<file path="config.mk">
export PLATFORM = sky130hd
export DESIGN_NAME = stage_memory_flat
export DESIGN_NICKNAME = d
export VERILOG_FILES = /design/src/rtl/stage_memory_pkg.sv /design/src/rtl/stage_memory_if.sv /design/src/rtl/stage_memory_load_align.sv /design/src/rtl/stage_memory.sv /design/src/flat_wrapper.sv
export SDC_FILE = /design/constraint.sdc
export NUM_CORES = 1
export LEC_CHECK = 0
export CORE_UTILIZATION = 48
export DETAILED_ROUTE_END_ITERATION = 12
export GPL_TIMING_DRIVEN = 0
export HOLD_SLACK_MARGIN = 0.08
export MAX_ROUTING_LAYER = met4
export PLACE_DENSITY = 0.89
export SYNTH_ARGS = -nofsm -noshare
export SYNTH_HDL_FRONTEND = slang
export SYNTH_SLANG_ARGS = --single-unit
</file>
<file path="constraint.sdc">
create_clock -name clk -period 4.1 [get_ports clk]
set_input_delay 0.41 -clock clk [delete_from_list [all_inputs] [get_ports clk]]
set_output_delay 0.41 -clock clk [all_outputs]
set_load 0.02 [all_outputs]
</file>
<file path="src/rtl/stage_memory_pkg.sv">
// Shared CPU defines: ALU command codes, memory-op codes, memory-stage FSM states.
package stage_memory_pkg;

  typedef enum logic [3:0] {
    ALU_ADD  = 4'd0,
    ALU_SUB  = 4'd1,
    ALU_SLL  = 4'd2,
    ALU_SLT  = 4'd3,
    ALU_SLTU = 4'd4,
    ALU_XOR  = 4'd5,
    ALU_SRL  = 4'd6,
    ALU_SRA  = 4'd7,
    ALU_OR   = 4'd8,
    ALU_AND  = 4'd9
  } alu_cmd_e;

  typedef enum logic [2:0] {
    MEM_NONE = 3'd0,
    MEM_LW   = 3'd1,
    MEM_LB   = 3'd2,
    MEM_LBU  = 3'd3,
    MEM_SW   = 3'd4,
    MEM_SB   = 3'd5
  } mem_op_e;

  typedef enum logic [1:0] {
    ST_IDLE = 2'd0,
    ST_REQ  = 2'd1,
    ST_OUT  = 2'd2
  } mem_state_e;

  // Unused encodings (6, 7) behave as NONE.
  function automatic mem_op_e decode_mem_op(input logic [2:0] code);
    case (code)
      3'd1:    return MEM_LW;
      3'd2:    return MEM_LB;
      3'd3:    return MEM_LBU;
      3'd4:    return MEM_SW;
      3'd5:    return MEM_SB;
      default: return MEM_NONE;
    endcase
  endfunction

  // Word accesses need a word-aligned address; byte accesses never fault.
  function automatic logic is_misaligned(input mem_op_e op, input logic [1:0] lo);
    return ((op == MEM_LW) || (op == MEM_SW)) && (lo != 2'b00);
  endfunction

  function automatic logic is_load_op(input mem_op_e op);
    return (op == MEM_LW) || (op == MEM_LB) || (op == MEM_LBU);
  endfunction

  function automatic logic is_store_op(input mem_op_e op);
    return (op == MEM_SW) || (op == MEM_SB);
  endfunction

endpackage

</file>
<file path="src/rtl/stage_memory_if.sv">
// Execute-in, memory-bus and writeback-out signals of the memory stage.
interface stage_memory_if;
  logic        exValid;
  logic        exReady;
  logic [31:0] exAluResult;
  logic [31:0] exStoreData;
  logic [4:0]  exRegDest;
  logic [2:0]  exMemOp;

  logic        memReq;
  logic        memWe;
  logic [31:2] memWordAddr;
  logic [31:0] memWData;
  logic [3:0]  memByteEn;
  logic        memAck;
  logic [31:0] memRData;

  logic        wbValid;
  logic        wbReady;
  logic [4:0]  wbRegDest;
  logic [31:0] wbData;
  logic        wbWriteEnable;
  logic        wbErr;

  // Stage side.
  modport slave (
    input  exValid, exAluResult, exStoreData, exRegDest, exMemOp,
    input  memAck, memRData, wbReady,
    output exReady, memReq, memWe, memWordAddr, memWData, memByteEn,
    output wbValid, wbRegDest, wbData, wbWriteEnable, wbErr
  );

  // Environment side (execute stage, memory, writeback).
  modport master (
    output exValid, exAluResult, exStoreData, exRegDest, exMemOp,
    output memAck, memRData, wbReady,
    input  exReady, memReq, memWe, memWordAddr, memWData, memByteEn,
    input  wbValid, wbRegDest, wbData, wbWriteEnable, wbErr
  );
endinterface

</file>
<file path="src/rtl/stage_memory_load_align.sv">
// Load extraction: pick one byte lane of a read word and sign/zero extend it.
module load_align (
  input  logic [31:0] word,
  input  logic [1:0]  byte_sel,
  input  logic        sign_ext,
  output logic [31:0] data
);

  logic [7:0] sel_byte;

  // Lane 0 is bits 7:0; extend with bit 7 only for signed loads.
  always_comb begin
    sel_byte = '0;
    case (byte_sel)
      2'd0: sel_byte = word[7:0];
      2'd1: sel_byte = word[15:8];
      2'd2: sel_byte = word[23:16];
      2'd3: sel_byte = word[31:24];
      default: sel_byte = '0;
    endcase
    data = {{24{sign_ext & sel_byte[7]}}, sel_byte};
  end

endmodule

</file>
<file path="src/rtl/stage_memory.sv">
// Memory pipeline stage: issues loads/stores, aligns load data, times out
// unanswered requests and hands one result at a time to writeback.
module stage_memory
  import stage_memory_pkg::*;
#(
  parameter int unsigned ACK_TIMEOUT = 255
) (
  input  logic           clk,
  input  logic           reset,
  stage_memory_if.slave  bus
);

  // Counter value in the last REQ cycle before the timeout fires.
  localparam logic [7:0] TIMEOUT_LAST = 8'(ACK_TIMEOUT - 1);

  mem_state_e  state_q, state_d;
  logic [7:0]  cnt_q, cnt_d;
  mem_op_e     op_q, op_d;
  logic [4:0]  rd_q, rd_d;
  logic [29:0] waddr_q, waddr_d;
  logic [1:0]  lo_q, lo_d;
  logic [31:0] wdata_q, wdata_d;
  logic [3:0]  be_q, be_d;
  logic [31:0] wb_data_q, wb_data_d;
  logic        wb_we_q, wb_we_d;
  logic        wb_err_q, wb_err_d;

  mem_op_e     in_op;
  logic        in_misal;
  logic        ex_ready;
  logic        accept;
  mem_state_e  accept_target;
  logic        timeout_hit;
  logic [31:0] load_byte;

  assign in_op       = decode_mem_op(bus.exMemOp);
  assign in_misal    = is_misaligned(in_op, bus.exAluResult[1:0]);
  assign accept      = bus.exValid & ex_ready;
  assign timeout_hit = (cnt_q == TIMEOUT_LAST);

  load_align u_load_align (
    .word     (bus.memRData),
    .byte_sel (lo_q),
    .sign_ext (op_q == MEM_LB),
    .data     (load_byte)
  );

  // State register; reset drops memReq immediately since memReq decodes state.
  always_ff @(posedge clk or negedge reset) begin
    if (!reset) state_q <= ST_IDLE;
    else        state_q <= state_d;
  end

  // Next state: REQ only for aligned memory ops; ack beats timeout in the same cycle.
  always_comb begin
    state_d       = state_q;
    accept_target = ((in_op == MEM_NONE) || in_misal) ? ST_OUT : ST_REQ;
    case (state_q)
      ST_IDLE: if (accept) state_d = accept_target;
      ST_REQ:  if (bus.memAck || timeout_hit) state_d = ST_OUT;
      ST_OUT: begin
        if (bus.wbReady) state_d = accept ? accept_target : ST_IDLE;
      end
      default: state_d = ST_IDLE;
    endcase
  end

  // Moore outputs plus the registered request and result fields.
  always_comb begin
    ex_ready          = (state_q == ST_IDLE) || ((state_q == ST_OUT) && bus.wbReady);
    bus.exReady       = ex_ready;
    bus.memReq        = (state_q == ST_REQ);
    bus.memWe         = (state_q == ST_REQ) && is_store_op(op_q);
    bus.memWordAddr   = waddr_q;
    bus.memWData      = wdata_q;
    bus.memByteEn     = be_q;
    bus.wbValid       = (state_q == ST_OUT);
    bus.wbRegDest     = rd_q;
    bus.wbData        = wb_data_q;
    bus.wbWriteEnable = wb_we_q;
    bus.wbErr         = wb_err_q;
  end

  // Datapath: capture the op on acceptance, the result on ack or timeout.
  always_comb begin
    op_d      = op_q;
    rd_d      = rd_q;
    waddr_d   = waddr_q;
    lo_d      = lo_q;
    wdata_d   = wdata_q;
    be_d      = be_q;
    cnt_d     = cnt_q;
    wb_data_d = wb_data_q;
    wb_we_d   = wb_we_q;
    wb_err_d  = wb_err_q;
    if (accept) begin
      op_d    = in_op;
      rd_d    = bus.exRegDest;
      waddr_d = bus.exAluResult[31:2];
      lo_d    = bus.exAluResult[1:0];
      cnt_d   = '0;
      wdata_d = (in_op == MEM_SB) ? {4{bus.exStoreData[7:0]}} : bus.exStoreData;
      case (in_op)
        MEM_LW, MEM_SW:  be_d = 4'hF;
        MEM_LB, MEM_LBU, MEM_SB: be_d = 4'b0001 << bus.exAluResult[1:0];
        default:         be_d = '0;
      endcase
      if (in_op == MEM_NONE) begin
        wb_data_d = bus.exAluResult;
        wb_we_d   = (bus.exRegDest != 5'd0);
        wb_err_d  = 1'b0;
      end else if (in_misal) begin
        wb_data_d = '0;
        wb_we_d   = 1'b0;
        wb_err_d  = 1'b1;
      end
    end else if (state_q == ST_REQ) begin
      if (bus.memAck) begin
        if (op_q == MEM_LW)         wb_data_d = bus.memRData;
        else if (is_load_op(op_q))  wb_data_d = load_byte;
        else                        wb_data_d = '0;
        wb_we_d  = is_load_op(op_q) && (rd_q != 5'd0);
        wb_err_d = 1'b0;
      end else if (timeout_hit) begin
        wb_data_d = '0;
        wb_we_d   = 1'b0;
        wb_err_d  = 1'b1;
      end else begin
        cnt_d = cnt_q + 8'd1;
      end
    end
  end

  // Datapath registers.
  always_ff @(posedge clk or negedge reset) begin
    if (!reset) begin
      op_q      <= MEM_NONE;
      rd_q      <= '0;
      waddr_q   <= '0;
      lo_q      <= '0;
      wdata_q   <= '0;
      be_q      <= '0;
      cnt_q     <= '0;
      wb_data_q <= '0;
      wb_we_q   <= 1'b0;
      wb_err_q  <= 1'b0;
    end else begin
      op_q      <= op_d;
      rd_q      <= rd_d;
      waddr_q   <= waddr_d;
      lo_q      <= lo_d;
      wdata_q   <= wdata_d;
      be_q      <= be_d;
      cnt_q     <= cnt_d;
      wb_data_q <= wb_data_d;
      wb_we_q   <= wb_we_d;
      wb_err_q  <= wb_err_d;
    end
  end

endmodule

</file>
<file path="src/flat_wrapper.sv">
// flat-port wrapper written by rule: the top's interface ports become plain ports
module stage_memory_flat import stage_memory_pkg::*;
#(
  parameter int unsigned ACK_TIMEOUT = 255
)
  (clk, reset, bus_exValid, bus_exAluResult, bus_exStoreData, bus_exRegDest, bus_exMemOp, bus_memAck, bus_memRData, bus_wbReady, bus_exReady, bus_memReq, bus_memWe, bus_memWordAddr, bus_memWData, bus_memByteEn, bus_wbValid, bus_wbRegDest, bus_wbData, bus_wbWriteEnable, bus_wbErr);
  stage_memory_if bus_i ();
  input  logic clk;
  input  logic reset;
  input wire logic [$bits(bus_i.exValid)-1:0] bus_exValid;
  input wire logic [$bits(bus_i.exAluResult)-1:0] bus_exAluResult;
  input wire logic [$bits(bus_i.exStoreData)-1:0] bus_exStoreData;
  input wire logic [$bits(bus_i.exRegDest)-1:0] bus_exRegDest;
  input wire logic [$bits(bus_i.exMemOp)-1:0] bus_exMemOp;
  input wire logic [$bits(bus_i.memAck)-1:0] bus_memAck;
  input wire logic [$bits(bus_i.memRData)-1:0] bus_memRData;
  input wire logic [$bits(bus_i.wbReady)-1:0] bus_wbReady;
  output wire logic [$bits(bus_i.exReady)-1:0] bus_exReady;
  output wire logic [$bits(bus_i.memReq)-1:0] bus_memReq;
  output wire logic [$bits(bus_i.memWe)-1:0] bus_memWe;
  output wire logic [$bits(bus_i.memWordAddr)-1:0] bus_memWordAddr;
  output wire logic [$bits(bus_i.memWData)-1:0] bus_memWData;
  output wire logic [$bits(bus_i.memByteEn)-1:0] bus_memByteEn;
  output wire logic [$bits(bus_i.wbValid)-1:0] bus_wbValid;
  output wire logic [$bits(bus_i.wbRegDest)-1:0] bus_wbRegDest;
  output wire logic [$bits(bus_i.wbData)-1:0] bus_wbData;
  output wire logic [$bits(bus_i.wbWriteEnable)-1:0] bus_wbWriteEnable;
  output wire logic [$bits(bus_i.wbErr)-1:0] bus_wbErr;
  assign bus_i.exValid = bus_exValid;
  assign bus_i.exAluResult = bus_exAluResult;
  assign bus_i.exStoreData = bus_exStoreData;
  assign bus_i.exRegDest = bus_exRegDest;
  assign bus_i.exMemOp = bus_exMemOp;
  assign bus_i.memAck = bus_memAck;
  assign bus_i.memRData = bus_memRData;
  assign bus_i.wbReady = bus_wbReady;
  assign bus_exReady = bus_i.exReady;
  assign bus_memReq = bus_i.memReq;
  assign bus_memWe = bus_i.memWe;
  assign bus_memWordAddr = bus_i.memWordAddr;
  assign bus_memWData = bus_i.memWData;
  assign bus_memByteEn = bus_i.memByteEn;
  assign bus_wbValid = bus_i.wbValid;
  assign bus_wbRegDest = bus_i.wbRegDest;
  assign bus_wbData = bus_i.wbData;
  assign bus_wbWriteEnable = bus_i.wbWriteEnable;
  assign bus_wbErr = bus_i.wbErr;
  stage_memory #(.ACK_TIMEOUT(ACK_TIMEOUT)) u_core (.clk(clk), .reset(reset), .bus(bus_i));
endmodule
</file>
==> results.json <==
{
  "syn_avg_cell_area_um2": 9.83,
  "core_um2": 11700,
  "regArea_um2": 3000,
  "wl_mm": 20.3,
  "synth-seq-cells": 120,
  "area_growth_pct": 50.7,
  "dp_slack_ns": 0.838,
  "dieWidth_um": 112,
  "start_util": 0.502,
  "worstPathRequired_ns": 4.40,
  "post-route-util": 0.757,
  "rows": 39,
  "cp-end-kind": "flop",
  "dp_hpwl_mm": 15.0,
  "grt_max_degree": 77,
  "nFillCells": 787,
  "io_buffers": 217,
  "worst_pin_slew_ns": 0.936,
  "rsz0062_at_grt": "false",
  "netlist_area_um2": 5860,
  "irDropWorstVdd_mv": 0.378,
  "hold_viol": 0,
  "die-area_um2": 12600,
  "synthArstFlopShare": 1.00,
  "route.detailed.wl_per_inst_um": 20.5,
  "htreeDepth": 4,
  "cts_sinks": 120,
  "synthMuxAreaShare": 0.120,
  "crit_path_start_kind": "input pin",
  "synth-seq-area-share": 0.513,
  "dp_cells": 957,
  "io_pins": 218,
  "clockRootBuffer": "clkbuf_16",
  "drv_cap": 0,
  "fin_ws_ns": 1.20,
  "synth_fa_ha_area_frac": 0.0120,
  "postRouteAntennaNets": 0,
  "outcome": "completed",
  "yosysUniqueCellTypes": 51,
  "worstSetupEndpoint": "u_core.bus.wbData[25]",
  "slew-limit-headroom": 0.375,
  "layout.cells.non_filler": 990,
  "yosys_most_used_dff": "dfrtp_1",
  "p_leak_uw": 0.00421,
  "multi_input_area_um2": 2610,
  "cts_setup_buffers": 0,
  "fin_nets": 947,
  "drive_gt1_frac": 0.0968,
  "synth_edf_count": 0,
  "post_drt_via_cell_ratio": 5.79,
  "cts_tree": "done",
  "yosys.area_share.simple": 0.193,
  "synth_top_family_by_area": "simple AND/OR/NAND/NOR gates",
  "worstRegToRegCells": 7,
  "startpoint": "bus_exMemOp[1]",
  "cts-resized-gates": 0,
  "antenna_found_initial": 0,
  "clockBufferDepth": 2,
  "path_max_fanout": 10,
  "cp_data_arrival_time_ns": 3.20,
  "r2r_end": "u_core.bus.memWordAddr[15]",
  "synth_xor_xnor_area_share": 0.00598,
  "r2r-start": "u_core.state_q[1]",
  "antenna_cells": 0,
  "vias": 5734,
  "fin_crit_ns": 2.90,
  "finalCritPeriodShare": 0.707,
  "gr-usage-all-layers": 0.346,
  "synth_compound_area_frac": 0.115,
  "cts.clk_slew.worst_paths_ns": 0.05,
  "cts_buffers": 17,
  "cts_hold_buf": 1,
  "hp-class": "reg2reg",
  "drc": 0,
  "powerDensity_nw_per_um2": 568,
  "reg2reg_slack_ns": 1.31,
  "dr.pass1.iters": 6,
  "grt_pass1_wl_mm": 31.9,
  "chipHeight_um": 112,
  "first_global_vias": 6020,
  "drv_slew": 0,
  "skew_ns": 0.0106,
  "yosysWarnings": 0,
  "synth_nets": 709,
  "drtIter0Drc": 422,
  "hold_path.startpoint": "u_core.bus.memWordAddr[26]",
  "setup_viol": 0,
  "grt.overflow.total": 0,
  "synth_cells": 596,
  "critical_path_class": "in2reg",
  "place.gp.congestion": 0.919,
  "fmaxAchievable_mhz": 345,
  "clock_latency_ns": 0.42
}
## registers in the layout (all words and copies together) (netlist names)
name and cells:
u_core.bus.memByteEn 4, u_core.bus.wbErr 1, u_core.bus.memWData 32, u_core.op_q 3, u_core.bus.wbData 32, u_core.state_q 2, u_core.lo_q 2, u_core.bus.memWordAddr 30
u_core.bus.wbWriteEnable 1, u_core.cnt_q 8, u_core.bus.wbRegDest 5
## worst max-delay path, cell delays in order
cell and delay (ns):
clkdlybuf4s50_1 0.53, inv_1 0.06, ha_1 0.30, maj3_1 0.41, nor2_1 0.23, maj3_1 0.23
o31a_1 0.15, buf_4 0.17, buf_2 0.33, mux2_2 0.38
## stage by stage
step	setup TNS, ns	power (uW)	hold slack [ns]	area [um^2]
2_1_floorplan	0	2580	0.114	5860
3_3_place_gp	-227.82	3490	0.458	8210
3_5_place_dp	0	3550	0.366	8240
4_1_cts	0	5020	0.476	8830
5_1_grt	0	5220	0.496	8830
6_report	0	5010	0.472	8830
## Yosys cell counts, types with 3 or more instances
master | instances | share of area
a21boi_0 | 5 | 0.0064
a21oi_1 | 3 | 0.0026
a22o_1 | 3 | 0.0045
a311o_1 | 24 | 0.041
and3_1 | 24 | 0.026
buf_2 | 10 | 0.0085
buf_6 | 4 | 0.0077
clkbuf_1 | 25 | 0.016
dfrtp_1 | 120 | 0.51
ha_1 | 4 | 0.0085
inv_1 | 13 | 0.0083
mux2_1 | 5 | 0.0096
mux2_2 | 25 | 0.048
mux2i_1 | 34 | 0.058
nand2_1 | 177 | 0.11
nand3_1 | 3 | 0.0026
nand4_1 | 4 | 0.0043
nor2_1 | 19 | 0.012
nor3_1 | 3 | 0.0026
nor3b_1 | 3 | 0.0038
o21ai_0 | 38 | 0.032
o32ai_1 | 5 | 0.0075
or2_2 | 7 | 0.0075
or4_1 | 3 | 0.0038
xnor2_1 | 3 | 0.0045
## worst min-delay path by stage
stage | slack (ns) | endpoint | depth (start not counted)
final | 0.47 | u_core.bus.memWordAddr[26] | 2
after global routing | 0.50 | u_core.bus.memWordAddr[29] | 2
after CTS | 0.48 | u_core.bus.memWordAddr[26] | 2
after detailed placement | 0.37 | u_core.cnt_q[6] | 1
after global placement | 0.46 | u_core.bus.memWData[0] | 2
after floorplan | 0.11 | u_core.bus.memByteEn[0] | 0
## cell usage in the layout, fill, tap and decap left out, types with 3 or more instances in the layout
cell type        Yosys  routed
a22o_1               3       3
buf_6                4       5
a21oi_1              3       3
nand2_1            177     177
and3_1              24      24
or4_1                3       3
mux2i_1             34      34
clkinv_2             0       4
clkbuf_1            25      27
xnor2_1              3       3
nand4_1              4       4
nor3_1               3       3
a21boi_0             5       5
nor3b_1              3       3
nand3_1              3       3
o21ai_0             38      38
o32ai_1              5       5
a311o_1             24      24
or2_2                7       7
clkdlybuf4s50_1      0     216
buf_2               10      10
dfrtp_1            120     120
inv_1               13      13
ha_1                 4       4
mux2_1               5       5
nor2_1              19      19
clkbuf_16            0      17
mux2_2              25      25
clkbuf_8             0       6
## cell type report
cell class	count	area share
Buffer	40	0.0223
Clock buffer	25	0.0584
Clock inverter	7	0.00737
Inverter	13	0.00553
Multi-Input combinational cell	423	0.296
Sequential cell	120	0.340
Tap cell	143	0.0203
Timing Repair Buffer	219	0.250
## cells by family after synthesis
family / Yosys count
adders and majority gates: 6
AOI/OAI and AO/OA: 93
xor gates and xnor gates: 4
and+or+nand+nor: 255
buffers and inverters: 53
muxes: 65
DFF: 120
## per-layer routing
layer | vias up | GRT usage | part of all wire
li1 | 2552 | - | -
met1 | 2789 | 0.410 | 0.39
met2 | 341 | 0.555 | 0.48
met3 | 52 | 0.0983 | 0.097
met4 | 0 | 0.149 | 0.031
met5 | - | - | 0
## power breakdown
| group | switching [uW] | total (uW) | leakage (uW) | internal [uW] |
|---|---|---|---|---|
| logic | 1000 | 1880 | 0.00240 | 874 |
| registers | 194 | 1680 | 0.00153 | 1490 |
| clock network | 530 | 1460 | 0.000285 | 925 |
Note: power is estimated with default switching activity, not from simulation.
